<file path="config.mk">
export PLATFORM = sky130hd
export DESIGN_NAME = wb_port_arbiter
export DESIGN_NICKNAME = d
export VERILOG_FILES = /design/src/rtl/wb_port_arbiter.sv
export SDC_FILE = /design/constraint.sdc
export NUM_CORES = 1
export LEC_CHECK = 0
export ABC_AREA = 1
export ABC_CLOCK_PERIOD_IN_PS = 6100
export CORE_MARGIN = 4
export CORE_UTILIZATION = 43
export CTS_CLUSTER_DIAMETER = 100
export DETAILED_ROUTE_END_ITERATION = 12
export PLACE_DENSITY = 0.86
export SYNTH_ARGS = -nofsm -noshare
export SYNTH_HDL_FRONTEND = slang
export SYNTH_SLANG_ARGS = --single-unit
</file>
<file path="constraint.sdc">
create_clock -name clk -period 6.1 [get_ports clk]
set_input_delay 0.915 -clock clk [delete_from_list [all_inputs] [get_ports clk]]
set_output_delay 0.915 -clock clk [all_outputs]
set_load 0.01 [all_outputs]
</file>
<file path="src/rtl/wb_port_arbiter.sv">
// Write-back port arbiter: round-robin grant of the single register-file
// write port among NUM_REQ producers, plus a 32-entry pending-write scoreboard.
module wb_port_arbiter #(
  parameter int unsigned NUM_REQ = 3,
  parameter int unsigned XLEN    = 32
) (
  input  logic                    clk,
  input  logic                    rst,
  input  logic [NUM_REQ-1:0]      req_valid,
  output logic [NUM_REQ-1:0]      req_ready,
  input  logic [NUM_REQ*5-1:0]    req_rd,
  input  logic [NUM_REQ*XLEN-1:0] req_data,
  input  logic                    wb_stall,
  input  logic                    issue_valid,
  input  logic [4:0]              issue_rd,
  output logic                    regb_write_enable,
  output logic [4:0]              destination_register,
  output logic [XLEN-1:0]         data_in,
  output logic [31:0]             busy_mask
);

  localparam int unsigned RW = 5;
  localparam int unsigned PW = (NUM_REQ > 1) ? $clog2(NUM_REQ) : 1;

  logic [PW-1:0]   ptr_q;
  logic [NUM_REQ-1:0] grant_c;
  logic [PW-1:0]   gidx_c;
  logic            xfer_c;
  logic [PW-1:0]   idx_c;
  logic [RW-1:0]   sel_rd_c;
  logic [XLEN-1:0] sel_data_c;
  logic [31:0]     clr_c;
  logic [31:0]     set_c;
  logic [31:0]     busy_d_c;

  // Round-robin search upward from ptr+1; gated off by stall and reset.
  always_comb begin
    grant_c = '0;
    gidx_c  = ptr_q;
    xfer_c  = 1'b0;
    idx_c   = '0;
    if (rst && !wb_stall) begin
      for (int unsigned k = 1; k <= NUM_REQ; k++) begin
        idx_c = PW'((32'(ptr_q) + k) % NUM_REQ);
        if (!xfer_c && req_valid[idx_c]) begin
          grant_c[idx_c] = 1'b1;
          gidx_c         = idx_c;
          xfer_c         = 1'b1;
        end
      end
    end
  end

  assign req_ready = grant_c;

  // Payload mux driven by the one-hot grant.
  always_comb begin
    sel_rd_c   = '0;
    sel_data_c = '0;
    for (int unsigned i = 0; i < NUM_REQ; i++) begin
      if (grant_c[i]) begin
        sel_rd_c   = req_rd[i*RW +: RW];
        sel_data_c = req_data[i*XLEN +: XLEN];
      end
    end
  end

  // Pointer and registered write port; rd=0 transfers update address/data but never strobe.
  always_ff @(posedge clk or negedge rst) begin
    if (!rst) begin
      ptr_q                <= PW'(NUM_REQ - 1);
      regb_write_enable    <= 1'b0;
      destination_register <= '0;
      data_in              <= '0;
    end else begin
      regb_write_enable <= xfer_c && (sel_rd_c != '0);
      if (xfer_c) begin
        ptr_q                <= gidx_c;
        destination_register <= sel_rd_c;
        data_in              <= sel_data_c;
      end
    end
  end

  // Scoreboard next state: completing write clears, issue sets, set wins on collision.
  always_comb begin
    clr_c = '0;
    set_c = '0;
    if (regb_write_enable) begin
      clr_c[destination_register] = 1'b1;
    end
    if (issue_valid && (issue_rd != '0)) begin
      set_c[issue_rd] = 1'b1;
    end
    busy_d_c = ((busy_mask & ~clr_c) | set_c) & ~32'd1;
  end

  // Scoreboard register.
  always_ff @(posedge clk or negedge rst) begin
    if (!rst) begin
      busy_mask <= '0;
    end else begin
      busy_mask <= busy_d_c;
    end
  end

endmodule

</file>
# Word-level counts from Yosys, hierarchy flattened
# Cells that the tools add are included.
[totals]
reg_bits = 71
inputBits = 123
out_inout_bits = 73
[classes]
addsub = 3
n_div = 3
magnitude_cmp = 10
muxes = 39
bitwise = 5
reduce_logical = 17
[ops]
columns = ["operator", "n"]
rows = [
  ["two-way mux 32 bit", 5],
  ["remainder unit 32 x 2 -> 32 bit, second input constant", 3],
  ["bitwise AND 32 bit", 1],
  ["inverter 32 bit", 1],
  ["OR 32 bit", 1],
  ["two-way mux 3 bit", 6],
  ["two-way mux 5 bit", 3],
  ["two-way mux 1 bit", 14],
  ["< comparator 5 x 6 -> 1 bit, second input constant", 2],
  ["demux 1 bit (select 5 bit)", 2],
  [">= comparator 5 x 1 -> 1 bit, second input constant", 2],
  ["logical AND 1 bit", 10],
  ["nonzero test 5 bit", 2],
  ["< comparator 2 x 3 -> 1 bit, second input constant", 3],
  ["adder 2 x 2 -> 3 bit, second input constant", 2],
  ["binary-select mux 1 bit (select 2 bit)", 3],
  ["demux 1 bit (select 2 bit)", 3],
  [">= comparator 2 x 1 -> 1 bit, second input constant", 3],
  ["two-way mux 2 bit", 3],
  ["OR 3 bit", 2],
  ["adder 2 x 1 -> 3 bit, second input constant", 1],
  ["logical NOT 1 bit", 3],
  ["AND reduction 3 bit", 1],
  ["nonzero test 3 bit", 1],
]

# Logic depth before layout (Yosys ltp)
[logic_depth]
depth_word = 19
depth_mapped = 18

# Worst setup path after synthesis
# OpenSTA, ideal clock, no wires.
[synth_timing]
path_kind = "in2out"
start = "in req_valid[1]"
end = "out req_ready[2]"
t_arrival_ns = 1.919
slack_ns = 3.266
path_stages = 10
path_cell_list = "inv_1 -> nand2_1 -> nand3_1 -> nand2_2 -> nand3_1 -> and2_1 -> nand2_1 -> nand2_1 -> clkbuf_1 -> inv_1"
[synth_between]
elab_chain_len = 12
word_cells_on_any_way = 22
[synth_rtl]
columns = ["element", "line", "text"]
rows = [
  ["from (decl)", "9", "input logic [NUM_REQ-1:0] req_valid,"],
  ["binary-select mux 1 bit (select 2 bit)", "45", "if (!xfer_c && req_valid[idx_c]) begin"],
  ["two-way mux 1 bit (not written as such)", "45", ""],
  ["two-way mux 1 bit", "45", ""],
  ["two-way mux 1 bit", "42", "if (rst && !wb_stall) begin"],
  ["logical NOT 1 bit", "45", ""],
  ["logical AND 1 bit", "45", ""],
  ["two-way mux 1 bit", "45", ""],
  ["two-way mux 1 bit", "42", ""],
  ["logical NOT 1 bit", "45", ""],
  ["logical AND 1 bit", "45", ""],
  ["two-way mux 3 bit (*)", "45", ""],
  ["two-way mux 3 bit (*)", "42", ""],
  ["to (decl)", "10", "output logic [NUM_REQ-1:0] req_ready,"],
]
# Every way passes the cells marked *; elsewhere a longest branch is shown, timed or not. The select of a mux whose other input is x is not followed.

# Worst setup path after layout
[layout_timing]
start = "in req_valid[1]"
end = "out req_ready[1]"
# The elaborated chain is that of the path after synthesis.

==> flow_summary.toml <==
[outcome]
run_status = "complete, no violations"

[detailed_routing]
drtPass1Iterations = 5
drcViolationCount = 0
ant_nets = 0
totalWireLength_mm = 12.33
viasPerCell = 5.362
first_iter_violations = 172
vias = 4252
wl_per_cell_um = 15.55

[critical_path]
crit_fanout = 35
path_class = "in -> out"
worstPathRequired_ns = 5.18
startpoint_type = "input port"
worst_setup_path_end_kind = "output pin"
arrival_ns = 3.53

[clock_network]
clkTransAtPathRegs_ns = 0.07
cts_tree = "built"
clk_latency_ns = 0.33
clock_sinks = 71
cts_buffers = 9
clockBufferDepth = 2
cts_setup_buffers = 0
postCtsHoldBufs = 0
ctsResizeCount = 0
clk_root_buffer_cell = "clkbuf_8"
htreeDepth = 3

[yosys]
yosysMostFrequentCell = "nand2_1"
synthCells = 497
synth.distinct_cells = 27
synth.avg_cell_area_um2 = 7.595
synth.area.top_cells = "dfrtp_1, nand3_1, nand2_1"
synth_warnings = 0
ys_ff_latch = 71
synth_top_area_cell = "dfrtp_1"
synth_top_cells_by_count = "nand2_1, nand3_1, dfrtp_1, o21ai_0, o21ai_1"
synth_edf_count = 0
synth_nets = 624
yosys.area.top_type_share = 0.4640
async_reset_ff_frac = 1.000
synth_ff_type = "dfrtp_1"
syn-cell-area_um2 = 3775
ys_seq_area_frac = 0.4710

[timing]
slew_headroom = 0.3711
fmax_mhz = 225.0
setup_viol = 0
final.period_utilization = 0.7286
drv_slew = 0
fin_crit_ns = 4.445
clock_skew_ns = 0.007513
hold_violations = 0
rsz0062_at_grt = "false"
worstMarginPinSlew_ns = 0.9422
whs_ns = 0.4859
fin_tns_setup_ns = 0

[global_routing]
grt_antenna_before_repair = 0
grt_usage = 0.2407
grt_max_degree = 76
grt_pass1_wl_mm = 19.74
gr-total-overflow = 0
first_global_vias = 4176

[finish]
n_fill_cell = 641
diodes = 0
nets = 810
final_layout_size_suffix_gt1_frac = 0.04797
syn_to_final_growth_pct = 58.14

[run]
cap_violations = 0

[floorplanning]
row_count = 33
die_h_um = 101.7
die_x_um = 101.7
dieArea_um2 = 10340
fp.coreArea_um2 = 8382
io_pins = 196
start_util = 0.4504

[power]
p_leak_nw = 2.673
irDropWorstVdd_v = 0.0002105
p_comb_frac = 0.531
p_switching_w = 0.001055
pwr-share-clk = 0.154
p_int_w = 0.001611
power_density_nw_per_um2 = 446.7
switching_share = 0.3957
seqPwrFrac = 0.316

[min_path]
hold_path_class = "reg -> reg"

[placed_design]
hpwl_mm = 9.645
gp_congestion = 0.9537
port_buffers = 194
[per-layer routing]
layer,vias to the layer above,share of wire,global-route usage
met1,1949,0.37,0.2876
met3,22,0.11,0.06887
li1,2041,-,-
met2,240,0.50,0.4105
met5,-,0,0
met4,0,0.021,0.09305
[area by class of cell]
cell class	count	area (um2)	share of cell area
Timing Repair Buffer	196	1954	0.3274
Sequential cell	71	1778	0.2978
Multi-Input combinational cell	374	1768	0.2962
Tap cell	105	131.4	0.02201
Clock buffer	10	127.6	0.02138
Inverter	31	117.6	0.01970
Clock inverter	6	92.59	0.01551
[power groups by stage]
stage | sequential [W] | combinational (W) | clock [W]
2_1_floorplan | 0.000923 | 0.000634 | 0
3_3_place_gp | 0.000839 | 0.00137 | 0
3_5_place_dp | 0.000845 | 0.00142 | 0
4_1_cts | 0.000840 | 0.00142 | 0.000421
5_1_grt | 0.000870 | 0.00157 | 0.000441
6_report | 0.000841 | 0.00141 | 0.000410
[per-stage QoR]
stage          instances  area [um2]    util  power (W)  setup WS [ns]
6_report             793        5969  0.7122   0.002666          1.655
3_3_place_gp         777        5749  0.6859   0.002212          1.785
4_1_cts              793        5969  0.7122   0.002686          1.665
3_5_place_dp         777        5749  0.6859   0.002266          1.668
5_1_grt              793        5969  0.7122   0.002883          1.395
2_1_floorplan        497        3775       -   0.001556          3.266
[worst paths after layout]
| kind | startpoint | to | slack [ns] | cells after the start |
|---|---|---|---|---|
| setup / recovery | req_valid[1] | req_ready[1] | 1.66 | 10 |
| hold / removal | data_in[28]$_DFFE_PN0P_ | data_in[28]$_DFFE_PN0P_ | 0.49 | 2 |
| setup reg to reg | ptr_q[0]$_DFFE_PN0P_ | regb_write_enable$_DFF_PN0_ | 2.99 | 16 |
| hold reg to reg | data_in[28]$_DFFE_PN0P_ | data_in[28]$_DFFE_PN0P_ | 0.49 | 2 |
| max in group asynchronous | rst | data_in[2]$_DFFE_PN0P_ | 4.75 | 2 |
| min in group asynchronous | rst | busy_mask[29]$_DFF_PN0_ | 0.79 | 2 |
[registers in the layout (all words and copies together), names as in the netlist]
| register | cells |
|---|---|
| destination_register | 5 |
| busy_mask | 31 |
| ptr_q | 2 |
| data_in | 32 |
| regb_write_enable | 1 |
[worst max-delay path, cell delays in order]
cell and delay, ns:
clkdlybuf4s50_1 0.51, inv_1 0.09, nand2_1 0.06, nand3_1 0.09, o21ai_1 0.24, nand3_2 0.17, nand2_2 0.15, nand2_4 0.22
clkinv_2 0.42, clkdlybuf4s50_1 0.62
[kinds of logic after synthesis]
group | Yosys count | share of synthesized area
other | 1 | 0.0009934
flip-flops | 71 | 0.4710
AO/OA/AOI/OAI | 106 | 0.1448
adder cells (fa/ha/maj) | 4 | 0.01326
AND/OR/NAND/NOR | 263 | 0.3086
buffers and inverters | 52 | 0.06132
[layout by cell type, fill, tap and decap left out, types with 2 or more instances in the layout]
master,synthesis,routed
nand3_1,102,102
o22ai_1,3,3
clkinvlp_4,0,2
inv_6,0,2
clkdlybuf4s50_1,0,193
nand2_2,3,4
dfrtp_1,70,70
nand3_2,3,3
ha_1,4,4
inv_2,2,2
clkbuf_8,0,9
o21ai_1,30,30
nor2_1,19,19
nand2_1,130,129
or2_0,2,2
bufinv_16,0,2
o21ai_0,70,70
buf_4,5,3
inv_1,28,28
Power figures use the tool's default switching activity.
